File: config.mk
export PLATFORM = sky130hd
export DESIGN_NAME = hdmi_link_ctrl
export DESIGN_NICKNAME = d
export VERILOG_FILES = /design/src/rtl/hdmi_timing_pkg.sv /design/src/rtl/hdmi_raster_counter.sv /design/src/rtl/hdmi_link_ctrl.sv
export SDC_FILE = /design/constraint.sdc
export NUM_CORES = 1
export LEC_CHECK = 0
export ABC_AREA = 1
export CAP_MARGIN = 20
export CORE_MARGIN = 3
export CORE_UTILIZATION = 50
export CTS_CLUSTER_SIZE = 30
export DETAILED_ROUTE_END_ITERATION = 10
export PLACE_DENSITY_LB_ADDON = 0.05
export REMOVE_ABC_BUFFERS = 1
export SLEW_MARGIN = 25
export SYNTH_ARGS = -nofsm -noshare
export SYNTH_HDL_FRONTEND = slang
export SYNTH_HIERARCHICAL = 1
export SYNTH_SLANG_ARGS = --single-unit
File: constraint.sdc
create_clock -name clk_25mhz -period 3.88 [get_ports clk_25mhz]
set_input_delay 0.388 -clock clk_25mhz [delete_from_list [all_inputs] [get_ports clk_25mhz]]
set_output_delay 0.388 -clock clk_25mhz [all_outputs]
set_load 0.005 [all_outputs]
File: src/rtl/hdmi_timing_pkg.sv
// hdmi_timing_pkg
// Shared definitions for the HDMI output path:
//   - default 640x480@60 raster timing and the derived line/frame totals
//   - default sync polarity and PLL settle time
//   - link sequencer state encoding
//   - colour bar constants and lookup used by the optional test pattern
package hdmi_timing_pkg;

  localparam int H_ACTIVE      = 640;
  localparam int H_FP          = 16;
  localparam int H_SYNC        = 96;
  localparam int H_BP          = 48;
  localparam int V_ACTIVE      = 480;
  localparam int V_FP          = 10;
  localparam int V_SYNC        = 2;
  localparam int V_BP          = 33;
  localparam int H_TOT         = H_ACTIVE + H_FP + H_SYNC + H_BP;  // 800
  localparam int V_TOT         = V_ACTIVE + V_FP + V_SYNC + V_BP;  // 525
  localparam bit SYNC_POL      = 1'b0;
  localparam int SETTLE_CYCLES = 1024;

  typedef enum logic [1:0] {
    WAIT_LOCK = 2'd0,
    SETTLE    = 2'd1,
    ALIGN     = 2'd2,
    ACTIVE    = 2'd3
  } link_state_e;

  localparam logic [23:0] BAR_WHITE   = 24'hFFFFFF;
  localparam logic [23:0] BAR_YELLOW  = 24'hFFFF00;
  localparam logic [23:0] BAR_CYAN    = 24'h00FFFF;
  localparam logic [23:0] BAR_GREEN   = 24'h00FF00;
  localparam logic [23:0] BAR_MAGENTA = 24'hFF00FF;
  localparam logic [23:0] BAR_RED     = 24'hFF0000;
  localparam logic [23:0] BAR_BLUE    = 24'h0000FF;
  localparam logic [23:0] BAR_BLACK   = 24'h000000;

  // Bar colour, left (0) to right (7).
  function automatic logic [23:0] bar_colour(input logic [2:0] idx);
    logic [23:0] c;
    case (idx)
      3'd0:    c = BAR_WHITE;
      3'd1:    c = BAR_YELLOW;
      3'd2:    c = BAR_CYAN;
      3'd3:    c = BAR_GREEN;
      3'd4:    c = BAR_MAGENTA;
      3'd5:    c = BAR_RED;
      3'd6:    c = BAR_BLUE;
      default: c = BAR_BLACK;
    endcase
    return c;
  endfunction

endpackage

File: src/rtl/hdmi_raster_counter.sv
// hdmi_raster_counter
// Horizontal/vertical raster counters with sync and data-enable decode.
// Optional feature macro: HDMI_TEST_PATTERN_EN (adds test_rgb_o colour bars).
// Ports:
//   clk_25mhz, reset   pixel clock, synchronous active-high reset
//   run_i              advance the counters this cycle
//   clear_i            force counters and registered outputs to idle next cycle
//   active_i           video is being emitted (gates pixel_rd_o)
//   pixel_rd_o         combinational pixel request, one cycle ahead of de_o
//   de_o/hsync_o/vsync_o/x_o/y_o  registered timing, mutually aligned
//   frame_start_o      de_o at pixel (0,0)
//   wrap_o             counters are at the last position of the frame
//   test_rgb_o         (optional) colour bars aligned with de_o
module hdmi_raster_counter #(
  parameter int H_ACTIVE = 640,
  parameter int H_FP     = 16,
  parameter int H_SYNC   = 96,
  parameter int H_BP     = 48,
  parameter int V_ACTIVE = 480,
  parameter int V_FP     = 10,
  parameter int V_SYNC   = 2,
  parameter int V_BP     = 33,
  parameter bit SYNC_POL = 1'b0
) (
  input  logic        clk_25mhz,
  input  logic        reset,
  input  logic        run_i,
  input  logic        clear_i,
  input  logic        active_i,
  output logic        pixel_rd_o,
  output logic        de_o,
  output logic        hsync_o,
  output logic        vsync_o,
  output logic [9:0]  x_o,
  output logic [9:0]  y_o,
  output logic        frame_start_o,
  output logic        wrap_o
`ifdef HDMI_TEST_PATTERN_EN
  ,
  output logic [23:0] test_rgb_o
`endif
);
  import hdmi_timing_pkg::*;

  localparam logic [9:0] H_ACT  = 10'(H_ACTIVE);
  localparam logic [9:0] H_LAST = 10'(H_ACTIVE + H_FP + H_SYNC + H_BP - 1);
  localparam logic [9:0] HS_BEG = 10'(H_ACTIVE + H_FP);
  localparam logic [9:0] HS_END = 10'(H_ACTIVE + H_FP + H_SYNC);
  localparam logic [9:0] V_ACT  = 10'(V_ACTIVE);
  localparam logic [9:0] V_LAST = 10'(V_ACTIVE + V_FP + V_SYNC + V_BP - 1);
  localparam logic [9:0] VS_BEG = 10'(V_ACTIVE + V_FP);
  localparam logic [9:0] VS_END = 10'(V_ACTIVE + V_FP + V_SYNC);

  logic [9:0] hcnt_q, hcnt_d, vcnt_q, vcnt_d;
  logic [9:0] x_q, x_d, y_q, y_d;
  logic       de_q, de_d, hs_q, hs_d, vs_q, vs_d;

  assign pixel_rd_o = active_i && (hcnt_q < H_ACT) && (vcnt_q < V_ACT);
  assign wrap_o     = (hcnt_q == H_LAST) && (vcnt_q == V_LAST);

  always_comb begin
    hcnt_d = hcnt_q;
    vcnt_d = vcnt_q;
    if (clear_i) begin
      hcnt_d = '0;
      vcnt_d = '0;
    end else if (run_i) begin
      if (hcnt_q == H_LAST) begin
        hcnt_d = '0;
        vcnt_d = (vcnt_q == V_LAST) ? 10'd0 : vcnt_q + 10'd1;
      end else begin
        hcnt_d = hcnt_q + 10'd1;
      end
    end
    // clear_i also kills the registered outputs so an aborted frame
    // never shows de or sync one cycle after the abort.
    de_d = !clear_i && pixel_rd_o;
    hs_d = (!clear_i && hcnt_q >= HS_BEG && hcnt_q < HS_END) ? SYNC_POL : !SYNC_POL;
    vs_d = (!clear_i && vcnt_q >= VS_BEG && vcnt_q < VS_END) ? SYNC_POL : !SYNC_POL;
    x_d  = clear_i ? 10'd0 : hcnt_q;
    y_d  = clear_i ? 10'd0 : vcnt_q;
  end

  always_ff @(posedge clk_25mhz) begin
    if (reset) begin
      hcnt_q <= '0;
      vcnt_q <= '0;
      de_q   <= 1'b0;
      hs_q   <= !SYNC_POL;
      vs_q   <= !SYNC_POL;
      x_q    <= '0;
      y_q    <= '0;
    end else begin
      hcnt_q <= hcnt_d;
      vcnt_q <= vcnt_d;
      de_q   <= de_d;
      hs_q   <= hs_d;
      vs_q   <= vs_d;
      x_q    <= x_d;
      y_q    <= y_d;
    end
  end

  assign de_o          = de_q;
  assign hsync_o       = hs_q;
  assign vsync_o       = vs_q;
  assign x_o           = x_q;
  assign y_o           = y_q;
  assign frame_start_o = de_q && (x_q == 10'd0) && (y_q == 10'd0);

`ifdef HDMI_TEST_PATTERN_EN
  logic [2:0]  bar_idx;
  logic [23:0] rgb_q, rgb_d;

  // Eight equal-width bars; the index is the number of bar boundaries passed.
  always_comb begin
    bar_idx = 3'd0;
    for (int b = 1; b < 8; b++) begin
      if (hcnt_q >= 10'(b * (H_ACTIVE / 8))) bar_idx = 3'(b);
    end
    rgb_d = de_d ? bar_colour(bar_idx) : 24'h000000;
  end

  always_ff @(posedge clk_25mhz) begin
    if (reset) rgb_q <= '0;
    else       rgb_q <= rgb_d;
  end

  assign test_rgb_o = rgb_q;
`endif

endmodule

File: src/rtl/hdmi_link_ctrl.sv
// hdmi_link_ctrl
// HDMI link bring-up sequencer and 640x480@60 video timing scheduler.
// Optional feature macro: HDMI_TEST_PATTERN_EN (adds test_rgb colour bars).
// Ports:
//   clk_25mhz, reset   pixel clock, synchronous active-high reset
//   pll_locked         asynchronous PLL lock, double-flop synchronised here
//   enable             software link enable (level)
//   link_rst           TMDS encoder/serialiser reset, active-high
//   pixel_rd           pixel request, one cycle ahead of de
//   de/hsync/vsync/x/y registered raster timing
//   frame_start        pulse with pixel (0,0) on de
//   link_up            high while video is being emitted
//   dbg_state          current sequencer state (link_state_e encoding)
//   test_rgb           (optional) colour bars aligned with de
// Handshake: pixel_rd is a request with no back-pressure; the source must
// present the pixel on the cycle after pixel_rd, when de is high.
module hdmi_link_ctrl #(
  parameter int H_ACTIVE      = hdmi_timing_pkg::H_ACTIVE,
  parameter int H_FP          = hdmi_timing_pkg::H_FP,
  parameter int H_SYNC        = hdmi_timing_pkg::H_SYNC,
  parameter int H_BP          = hdmi_timing_pkg::H_BP,
  parameter int V_ACTIVE      = hdmi_timing_pkg::V_ACTIVE,
  parameter int V_FP          = hdmi_timing_pkg::V_FP,
  parameter int V_SYNC        = hdmi_timing_pkg::V_SYNC,
  parameter int V_BP          = hdmi_timing_pkg::V_BP,
  parameter bit SYNC_POL      = hdmi_timing_pkg::SYNC_POL,
  parameter int SETTLE_CYCLES = hdmi_timing_pkg::SETTLE_CYCLES
) (
  input  logic        clk_25mhz,
  input  logic        reset,
  input  logic        pll_locked,
  input  logic        enable,
  output logic        link_rst,
  output logic        pixel_rd,
  output logic        de,
  output logic        hsync,
  output logic        vsync,
  output logic [9:0]  x,
  output logic [9:0]  y,
  output logic        frame_start,
  output logic        link_up,
  output logic [1:0]  dbg_state
`ifdef HDMI_TEST_PATTERN_EN
  ,
  output logic [23:0] test_rgb
`endif
);
  import hdmi_timing_pkg::*;

  localparam int SETTLE_W = $clog2(SETTLE_CYCLES + 1);
  localparam logic [SETTLE_W-1:0] SETTLE_LAST = SETTLE_W'(SETTLE_CYCLES - 1);

  logic                lock_meta_q, lock_sync_q;
  link_state_e         state_q, state_d;
  logic [SETTLE_W-1:0] settle_q, settle_d;
  logic                run, clear, active, wrap;

  always_ff @(posedge clk_25mhz) begin
    if (reset) begin
      lock_meta_q <= 1'b0;
      lock_sync_q <= 1'b0;
    end else begin
      lock_meta_q <= pll_locked;
      lock_sync_q <= lock_meta_q;
    end
  end

  always_ff @(posedge clk_25mhz) begin
    if (reset) begin
      state_q  <= WAIT_LOCK;
      settle_q <= '0;
    end else begin
      state_q  <= state_d;
      settle_q <= settle_d;
    end
  end

  // Lock loss always wins and is immediate. Every other exit from video
  // happens only on the frame wrap, so enable is simply sampled there:
  // re-asserting it before the wrap cancels the drain.
  always_comb begin
    state_d  = state_q;
    settle_d = '0;
    unique case (state_q)
      WAIT_LOCK: if (lock_sync_q && enable) state_d = SETTLE;
      SETTLE: begin
        if (!lock_sync_q)               state_d = WAIT_LOCK;
        else if (settle_q == SETTLE_LAST) state_d = ALIGN;
        else                            settle_d = settle_q + 1'b1;
      end
      ALIGN: begin
        if (!lock_sync_q) state_d = WAIT_LOCK;
        else if (wrap)    state_d = enable ? ACTIVE : WAIT_LOCK;
      end
      ACTIVE: begin
        if (!lock_sync_q)        state_d = WAIT_LOCK;
        else if (wrap && !enable) state_d = WAIT_LOCK;
      end
      default: state_d = WAIT_LOCK;
    endcase
  end

  always_comb begin
    link_rst = 1'b1;
    link_up  = 1'b0;
    run      = 1'b0;
    active   = 1'b0;
    unique case (state_q)
      ALIGN: begin
        link_rst = 1'b0;
        run      = 1'b1;
      end
      ACTIVE: begin
        link_rst = 1'b0;
        run      = 1'b1;
        active   = 1'b1;
        link_up  = 1'b1;
      end
      default: ;
    endcase
    // Clearing on the next state lets an abort zero the raster in the same edge.
    clear = (state_d == WAIT_LOCK) || (state_d == SETTLE);
  end

  assign dbg_state = state_q;

  hdmi_raster_counter #(
    .H_ACTIVE (H_ACTIVE),
    .H_FP     (H_FP),
    .H_SYNC   (H_SYNC),
    .H_BP     (H_BP),
    .V_ACTIVE (V_ACTIVE),
    .V_FP     (V_FP),
    .V_SYNC   (V_SYNC),
    .V_BP     (V_BP),
    .SYNC_POL (SYNC_POL)
  ) u_raster (
    .clk_25mhz     (clk_25mhz),
    .reset         (reset),
    .run_i         (run),
    .clear_i       (clear),
    .active_i      (active),
    .pixel_rd_o    (pixel_rd),
    .de_o          (de),
    .hsync_o       (hsync),
    .vsync_o       (vsync),
    .x_o           (x),
    .y_o           (y),
    .frame_start_o (frame_start),
    .wrap_o        (wrap)
`ifdef HDMI_TEST_PATTERN_EN
    ,
    .test_rgb_o    (test_rgb)
`endif
  );

endmodule

==> results_dict.tcl, run 1 <==
set metrics [dict create \
    cts_max_path_buffers 2 \
    fillers 432 \
    rsz0062_at_grt "false" \
    htreeDepth 3 \
    synth-seq-cells 58 \
    drv_slew 0 \
    synthesis.area_mm2 0.002514 \
    cts_setup_buffers 0 \
    drive_gt1_frac 0.08136 \
    min_period_ns 2.703 \
    critPathMaxStageDelay_ns 0.46 \
    cp-end-kind "flip-flop" \
    required_ns 4.14 \
    max_slew_margin 0.3887 \
    grt_max_degree 33 \
    clk_pin_slew_ns 0.06 \
    crit_slowest_cell "inv_1" \
    power_density_mw_per_mm2 376.8 \
    synth.most_common_cell "nor2_1" \
    tightest_slew_ns 0.9160 \
    port_buffers 32 \
    power_mw 1.158 \
    drc_errors 0 \
    synth_mux_area_frac 0 \
    drt_iter0_markers 135 \
    synth_top_area_frac 0.4619 \
    fin_skew_ns 0.005832 \
    post-route-util 0.6421 \
    globalRouteOverflowTotal 0 \
    ant_nets 0 \
    drv_cap 0 \
    p_leak_nw 1.113 \
    vdd_drop_max_uv 232.4 \
    cp_common_cell "nor2_1" \
    synth_cells 341 \
    vias_per_cell 4.754 \
    routed_wl_um 5028 \
    whs_ns 0.3995 \
    hpwl_um 3777 \
    path_cells "inv_1 -> ha_1 -> nand2_1 -> nor2_1 -> nand3_1 -> nor2_1 -> nand2_1 -> nand3_1 -> and2_1 -> nor2_1 -> inv_1 -> nor2_1 -> nand2_1 -> nor2_1" \
    synth.avg_cell_area_um2 7.371 \
    synth_top_cell_by_area "dfxtp_1" \
    clock.fmax_mhz 370.0 \
    die_y_um 76.91 \
    wl_per_cell_um 11.22 \
    dr.pass1.iters 4 \
    synth_top_family_by_area "simple AND/OR/NAND/NOR gates" \
    critPathKind "flip-flop to flip-flop" \
    hold_viol 0 \
    die_area_mm2 0.005914 \
    synth_xor_area_frac 0.03484 \
    ys_seq_area_frac 0.4619 \
    clock-sinks 58 \
    dr_total_vias 2130 \
    coreArea_mm2 0.004786 \
    synth_compound_area_frac 0.05525 \
    crit_arrival_ns 2.97 \
    cts-buffers-inserted 9 \
    hp-class "flip-flop to flip-flop" \
    syn_to_final_growth_pct 22.25 \
    tritoncts "done" \
    clock_latency_ns 0.33 \
    final_cell_count_no_fill 448 \
    synth_common_cells "nor2_1 (72), nand2_1 (62), dfxtp_1 (58)" \
    dp_cells 432 \
    async_flop_share 0 \
    fin_setup_tns_ns 0 \
    ys.flop_type "dfxtp_1" \
    grt_util_all_layers 0.1851 \
    clk_root_buffer_cell "clkbuf_8" \
    antennaDiodeCount 0 \
    status "complete, no violations" \
    gp_congestion 0.8543 \
    cts-hold-fix-buffers 0 \
    fp.dieW_um 76.91 \
    synth_edf_count 0 \
    fp-row-count 25 \
    nets 385 \
    cp-start-kind "flip-flop" \
    initial_core_util 0.5252 \
    finalCritPeriodShare 0.6966 \
    yosys_warnings 6 \
    setup_viol 0 \
    cts_resized 0 \
    grt_pass1_vias 2032 \
    synth_area_leaders "dfxtp_1 (46%), nor2_1 (11%), nand2_1 (9.3%)" \
    grt_antenna_before_repair 0 \
    ios 33 \
    path_max_fanout 32 \
    yosys.area_share.simple 0.3365 \
    ys_types 31 \
    synth_fa_ha_area_frac 0.02489 \
    grt_pass1_wl_um 8783 \
]
-- worst paths after layout --
path	startpoint	to	slack, ns	cells past startpoint
max	u_raster/vcnt_q[0]	u_raster/vcnt_q[7]	1.18	14
min	lock_meta_q	lock_sync_q	0.40	2
max reg2reg	u_raster/vcnt_q[0]	u_raster/vcnt_q[7]	1.18	14
min reg2reg	lock_meta_q	lock_sync_q	0.40	2
-- metal layers --
layer | part of all wire | global-route usage
met1 | 0.49 | 0.2395
met5 | 0 | 0
met2 | 0.44 | 0.2883
met4 | 0.0082 | 0.09239
met3 | 0.070 | 0.04343
-- cells in the final DEF, fill, tap and decap left out --
cell type,synthesis,layout
nor2_1,72,72
nand2_1,62,62
dfxtp_1,58,58
inv_1,44,44
clkdlybuf4s50_1,0,32
nand3_1,23,23
a21oi_1,14,14
clkbuf_8,0,11
xor2_1,8,8
nor3_1,8,8
o21ai_0,7,7
nand4_1,6,6
ha_1,5,5
nand2_2,3,3
clkinv_2,0,3
nor4_1,3,3
nor2_4,3,3
nor2_2,2,2
nand3_2,2,2
xnor2_1,2,2
o21ai_1,2,2
and2_1,1,1
or2_2,1,1
bufinv_16,0,1
clkinvlp_4,0,1
nor4b_1,1,1
inv_2,1,1
nand4_2,1,1
nor3b_2,1,1
a31oi_1,1,1
o21ai_2,1,1
o2111ai_1,1,1
-- metrics by stage --
stage          worst slack [ns]  area (µm²)
2_1_floorplan             1.688        2465
5_1_grt                  0.8194        3073
4_1_cts                   1.171        3073
3_3_place_gp              1.363        2869
3_5_place_dp              1.193        2869
6_report                  1.177        3073
-- critical path, delay by kind of cell (launching register included) --
family,cells,cell delay [ns]
AND/OR/NAND/NOR,11,1.45
flip-flops,1,0.42
buffers and inverters,2,0.57
adder cells (fa/ha/maj),1,0.20
-- kinds of logic (layout without fill, tap and decap cells) --
logic type | after synthesis | in the layout
AND/OR/NAND/NOR | 189 | 189
flip-flops | 58 | 58
buffers and inverters | 53 | 93
AO/OA/AOI/OAI | 26 | 26
XOR/XNOR | 10 | 10
adder cells (fa/ha/maj) | 5 | 5
-- sequential cells by signal, summed over array words and instances (netlist names) --
register	flops
u_raster/hcnt_q	10
u_raster/hsync_o	1
u_raster/vsync_o	1
lock_sync_q	1
u_raster/x_o	10
settle_q	11
u_raster/vcnt_q	10
lock_meta_q	1
dbg_state	2
u_raster/de_o	1
u_raster/y_o	10
-- area by class of cell --
cell class                 instances  area, µm²  area share
timing repair buffer              32      320.3      0.1042
multi-input combinational        230       1135      0.3693
clock buffer                      11      151.4     0.04927
clock inverter                     5      52.55     0.01710
inverter                          45      168.9     0.05497
tap                               67      83.83     0.02728
sequential                        58       1161      0.3778
-- where the power goes --
part / internal (mW) / switching (mW) / total [mW] / leakage, nW
logic: 0.00378 / 0.00264 / 0.00643 / 0.541
clock network: 0.328 / 0.226 / 0.554 / 0.105
registers: 0.597 / 0.000649 / 0.597 / 0.467
No activity file was read; power rests on OpenSTA's default activity.
==> run 2, diff against run 1 <==
--- a/config.mk
+++ b/config.mk
@@ -8,7 +8,7 @@
 export ABC_AREA = 1
 export CAP_MARGIN = 20
 export CORE_MARGIN = 3
-export CORE_UTILIZATION = 50
+export CORE_UTILIZATION = 49
 export CTS_CLUSTER_SIZE = 30
 export DETAILED_ROUTE_END_ITERATION = 10
 export PLACE_DENSITY_LB_ADDON = 0.05
==> constraint.sdc (replaced) <==
create_clock -name clk_25mhz -period 2.2 [get_ports clk_25mhz]
set_input_delay 0.22 -clock clk_25mhz [delete_from_list [all_inputs] [get_ports clk_25mhz]]
set_output_delay 0.22 -clock clk_25mhz [all_outputs]
set_load 0.005 [all_outputs]
==> run 2 against run 1 <==
  * Via count rose by 3.8%
  * Highest routed layer unchanged
  * Critical path type is now flip-flop to output port
  * Final cell count rose by 2.9%
  * Sequential cell count did not move
  * Clock skew rose by 0.0024 ns
  * Global-route usage rose by 0.82 points
  * Total power rose by 65%
  * Critical endpoint is now pixel_rd
  * Sequential power rose by 76%
  * Clock power rose by 53%
  * Non-clock buffer count rose by 14
==> results_dict.tcl, run 2 (synthesis gave the netlist of run 1 again) <==
set metrics [dict create \
    hold_viol 0 \
    p_sw_frac 0.2061 \
    fp-row-count 25 \
    min_path_cells 3 \
    finalCritPeriodShare 0.9301 \
    clk_pin_slew_ns 0.06 \
    dr.pass1.iters 4 \
    r2r-start "u_raster/hcnt_q[1]" \
    tritoncts "done" \
    power_frac_clock 0.442 \
    setup_viol 0 \
    htreeDepth 3 \
    max_slew_margin 0.7998 \
    r2r_slack_ns 0.24 \
    cp_common_cell "inv_1" \
    die_y_um 77.63 \
    die_area_mm2 0.006026 \
    cts_max_path_buffers 2 \
    grt_util_all_layers 0.1933 \
    rsz0062_at_grt "false" \
    grt_max_degree 14 \
    p_switching_mw 0.3938 \
    drt_iter0_markers 99 \
    ios 33 \
    crit_arrival_ns 1.83 \
    seqPwrFrac 0.552 \
    cts_setup_buffers 0 \
    drv_slew 0 \
    critPathMaxStageDelay_ns 0.45 \
    initial_core_util 0.5185 \
    drive_gt1_frac 0.1168 \
    largest_register_ffs 11 \
    clk_root_buffer_cell "clkbuf_8" \
    dr_total_vias 2211 \
    place_area_mm2 0.002974 \
    coreArea_mm2 0.004848 \
    clock.fmax_mhz 488.7 \
    globalRouteOverflowTotal 0 \
    comb_power_share 0.006 \
    multi_input_area_mm2 0.001140 \
    p_leak_nw 1.168 \
    cp-start-kind "flip-flop" \
    fin_skew_ns 0.008266 \
    power_mw 1.910 \
    ff_latch_area_mm2 0.001162 \
    whs_ns 0.4094 \
    gp_congestion 0.8616 \
    wl_per_cell_um 11.74 \
    routed_wl_um 5410 \
    syn_to_final_growth_pct 25.34 \
    grt_pass1_vias 2024 \
    antennaDiodeCount 0 \
    ant_nets 0 \
    p_int_mw 1.517 \
    r2r_cells 14 \
    hpwl_um 4111 \
    min_period_ns 2.046 \
    fillers 450 \
    clock_latency_ns 0.34 \
    reg2reg_to "u_raster/hcnt_q[9]" \
    final_cell_mix "nor2_1 (72), nand2_1 (62), dfxtp_1 (57)" \
    nets 399 \
    cts-buffers-inserted 9 \
    fin_setup_tns_ns 0 \
    grt_antenna_before_repair 0 \
    drv_cap 0 \
    hp-class "input port to flip-flop" \
    tightest_slew_ns 0.2962 \
    top_register "settle_q" \
    mostFrequentLayoutCell "nor2_1" \
    crit_slowest_cell "clkdlybuf4s50_1" \
    vdd_drop_max_uv 458.2 \
    fp.dieW_um 77.63 \
    grt_pass1_wl_um 9045 \
    critPathKind "flip-flop to output port" \
    fin_area_mm2 0.003151 \
    path_max_fanout 5 \
    clock-sinks 58 \
    post-route-util 0.6498 \
    cp-end-kind "output port" \
    hold_start "pll_locked" \
    vias_per_cell 4.796 \
    path_cells "inv_1 -> buf_4 -> nor3_2 -> nor2_1 -> o21ai_0 -> inv_1 -> clkdlybuf4s50_1" \
    drc_errors 0 \
    status "complete, no violations" \
    min_to "lock_meta_q" \
    port_buffers 32 \
    required_ns 1.98 \
    power_density_mw_per_mm2 606.4 \
]
==> run 2: cell types whose count changed in the layout (fill, tap and decap cells not counted), sizes merged <==
| cell | delta |
|---|---|
| buf | +14 |
| bufinv | -1 |
| clkbuf | +1 |
| clkinvlp | -1 |
==> run 2: worst max-delay path: cells and delay by family, from the launching register on <==
family | cells | cell delay (ns)
buf+inv | 4 | 0.74
compound gates | 1 | 0.11
flops | 1 | 0.38
simple gates | 2 | 0.25
==> run 2: final cells by class <==
| cell class | instances | share of cell area |
|---|---|---|
| repair buffers | 46 | 0.1350 |
| clock buffers | 12 | 0.04925 |
| clock inverters | 3 | 0.004766 |
| flip-flops and latches | 58 | 0.3689 |
| multi-input cells | 230 | 0.3618 |
| inverters | 45 | 0.05361 |
| well taps | 67 | 0.02661 |
==> run 2: power groups by stage <==
| stage | logic (mW) | clock network (mW) | registers (mW) |
|---|---|---|---|
| global placement | 0.0117 | 0 | 1.08 |
| floorplan | 0.00361 | 0 | 1.08 |
| finish | 0.0115 | 0.845 | 1.05 |
| CTS | 0.0118 | 0.865 | 1.05 |
| detailed placement | 0.0117 | 0 | 1.08 |
| global route | 0.0129 | 0.920 | 1.05 |
==> run 2: routing by layer <==
metal | up-vias | global-route usage | part of all wire
li1 | 1172 | - | -
met1 | 978 | 0.2411 | 0.47
met2 | 53 | 0.3048 | 0.46
met3 | 8 | 0.07657 | 0.064
met4 | 0 | 0.06228 | 0.013
met5 | - | 0 | 0
==> run 2: timing repair <==
action,in CTS,in global routing
setup endpoints to repair,0,2
resized for setup,0,3
hold buffers,0,0
==> run 2: metrics by stage <==
step,instances,setup slack [ns]
after global routing,461,0.01345
after floorplan,333,0.008141
after detailed placement,446,0.1842
after global placement,446,0.2085
after CTS,461,0.04520
final,461,0.1537
==> run 2: worst max path at each step <==
stage,startpoint,to,slack [ns],cells past startpoint
finish,u_raster/hcnt_q[7],pixel_rd,0.15,7
global route,u_raster/hcnt_q[7],pixel_rd,0.01,7
CTS,u_raster/hcnt_q[7],pixel_rd,0.05,7
detailed placement,u_raster/hcnt_q[1],u_raster/de_o,0.18,12
global placement,u_raster/hcnt_q[1],u_raster/vcnt_q[1],0.21,13
floorplan,u_raster/vcnt_q[0],u_raster/vcnt_q[9],0.008,14
==> run 3, diff against run 2 <==
--- a/config.mk
+++ b/config.mk
@@ -7,13 +7,12 @@
 export LEC_CHECK = 0
 export ABC_AREA = 1
 export CAP_MARGIN = 20
-export CORE_MARGIN = 3
-export CORE_UTILIZATION = 49
+export CORE_UTILIZATION = 35
 export CTS_CLUSTER_SIZE = 30
 export DETAILED_ROUTE_END_ITERATION = 10
 export PLACE_DENSITY_LB_ADDON = 0.05
 export REMOVE_ABC_BUFFERS = 1
-export SLEW_MARGIN = 25
+export SLEW_MARGIN = 20
 export SYNTH_ARGS = -nofsm -noshare
 export SYNTH_HDL_FRONTEND = slang
 export SYNTH_HIERARCHICAL = 1
==> run 3 against run 2 <==
  * Non-clock buffer count decreased by 1
  * Critical path depth unchanged
  * Final cell count up 6.3%
  * First-iteration DRC count grew 8.1%
  * Setup slack improved by 0.025 ns
  * Worst hold slack worse by 0.0073 ns
  * Total power decreased by 0.41%
  * Routed wire length is 2.0% higher
  * Global-route usage down 2.9 points
  * Clock power down 0.8%
  * Sequential power about the same
  * Critical path type unchanged
  * Largest cell class unchanged
==> results_dict.tcl, run 3 (synthesis gave the netlist of run 1 again) <==
set metrics [dict create \
    final_cell_mix "nor2_1 (71), nand2_1 (62), dfxtp_1 (57)" \
    grt_pass1_vias 2053 \
    path_max_fanout 5 \
    syn_to_final_growth_pct 26.33 \
    finalCritPeriodShare 0.9188 \
    fin_skew_ns 0.01065 \
    power_density_mw_per_mm2 599.1 \
    drive_gt1_frac 0.1142 \
    grt_antenna_before_repair 0 \
    fin_setup_tns_ns 0 \
    die_area_mm2 0.007525 \
    ios 33 \
    htreeDepth 3 \
    cp-start-kind "flip-flop" \
    fp.dieW_um 86.75 \
    wl_per_cell_um 11.26 \
    setup_viol 0 \
    globalRouteOverflowTotal 0 \
    dr.pass1.iters 4 \
    initial_core_util 0.3659 \
    cts_max_path_buffers 2 \
    reg2reg_to "u_raster/hcnt_q[9]" \
    comb_power_share 0.006 \
    p_leak_nw 1.158 \
    grt_pass1_wl_um 9425 \
    routed_wl_um 5518 \
    cts-buffers-inserted 9 \
    crit_arrival_ns 1.80 \
    drv_slew 0 \
    critPathKind "flip-flop to output port" \
    antennaDiodeCount 0 \
    vias_per_cell 4.445 \
    port_buffers 32 \
    p_switching_mw 0.4093 \
    vdd_drop_max_uv 253.0 \
    status "complete, no violations" \
    r2r_slack_ns 0.21 \
    ant_nets 0 \
    clock-sinks 58 \
    clock_latency_ns 0.34 \
    die_y_um 86.75 \
    max_slew_margin 0.7882 \
    power_frac_clock 0.440 \
    gp_congestion 0.8007 \
    p_int_mw 1.493 \
    clk_pin_slew_ns 0.07 \
    fp-row-count 30 \
    clk_root_buffer_cell "clkbuf_8" \
    tritoncts "done" \
    hpwl_um 4171 \
    grt_util_all_layers 0.1647 \
    drc_errors 0 \
    hold_start "lock_meta_q" \
    r2r-start "u_raster/vcnt_q[0]" \
    min_path_cells 2 \
    hold_viol 0 \
    clock.fmax_mhz 494.7 \
    largest_register_ffs 11 \
    nets 398 \
    rsz0062_at_grt "false" \
    r2r_cells 15 \
    drv_cap 0 \
    hp-class "flip-flop to flip-flop" \
    drt_iter0_markers 107 \
    tightest_slew_ns 0.3148 \
    coreArea_mm2 0.006869 \
    cp-end-kind "output port" \
    p_sw_frac 0.2151 \
    seqPwrFrac 0.554 \
    top_register "settle_q" \
    power_mw 1.903 \
    dr_total_vias 2178 \
    grt_max_degree 13 \
    min_to "lock_sync_q" \
    mostFrequentLayoutCell "nor2_1" \
    required_ns 1.98 \
    min_period_ns 2.021 \
]
==> run 3: changes by cell type in the layout (fill, tap and decap cells not counted) <==
cell	previous run	this run
clkbuf_1	1	3
buf_4	14	13
clkbuf_8	11	10
nor2_1	72	71
nor2_2	2	3
==> run 3: per-layer routing <==
metal,GRT usage,wire length (µm),share of wire,up-vias
met1,0.2241,2862,0.52,948
met2,0.2453,2344,0.42,54
met4,0.08636,63,0.011,0
li1,-,-,-,1169
met3,0.03429,248,0.045,7
met5,0,0,0,-
==> run 3: area by class of cell <==
cell class                      count  area [µm²]
Fill cell                         713        3694
Sequential cell                    58        1162
Multi-Input combinational cell    230        1142
Timing Repair Buffer               45       417.9
Inverter                           45       168.9
Clock buffer                       13       148.9
Tap cell                           96       120.1
Clock inverter                      3       15.01
==> run 3: metrics by stage <==
stage               hold WS, ns  cell area, µm²  worst slack (ns)  utilization  instances
floorplan                0.2891            2465          0.008141            -        333
global placement         0.3934            3003            0.2717       0.4372        474
detailed placement       0.3999            3003            0.1896       0.4372        474
CTS                      0.3917            3167           0.03701       0.4610        490
global route             0.4290            3176           0.01252       0.4623        490
finish                   0.4020            3176            0.1787       0.4623        490
==> run 3: worst max-delay path, stage by stage (launching register included) <==
cell and delay, ns:
dfxtp_2 0.36, inv_1 0.07, buf_4 0.15, nor3_2 0.21
nor2_1 0.06, o21ai_0 0.12, inv_1 0.07, clkdlybuf4s50_1 0.44
==> run 3: repair_timing <==
| action | 4_1_cts | 5_1_grt |
|---|---|---|
| resized for setup | 0 | 4 |
| setup endpoints to repair | 0 | 4 |
| buffers inserted | 0 | 0 |
| hold buffers | 0 | 0 |
==> run 3: how the worst max path moves through the flow <==
stage	start	to	slack (ns)	cells past startpoint
final	u_raster/hcnt_q[7]	pixel_rd	0.18	7
after global routing	u_raster/vcnt_q[0]	u_raster/hcnt_q[9]	0.01	15
after global placement	u_raster/hcnt_q[1]	u_raster/vcnt_q[1]	0.27	13
after detailed placement	u_raster/vcnt_q[0]	u_raster/hcnt_q[2]	0.19	13
after floorplan	u_raster/vcnt_q[0]	u_raster/vcnt_q[9]	0.008	14
after CTS	u_raster/hcnt_q[7]	pixel_rd	0.04	7
==> run 3: power by group through the flow <==
stage	Clock (mW)	Sequential [mW]	Combinational, mW
detailed placement	0	1.08	0.0117
global placement	0	1.08	0.0117
floorplan	0	1.08	0.00361
global route	0.913	1.05	0.0132
finish	0.838	1.05	0.0115
CTS	0.864	1.05	0.0118
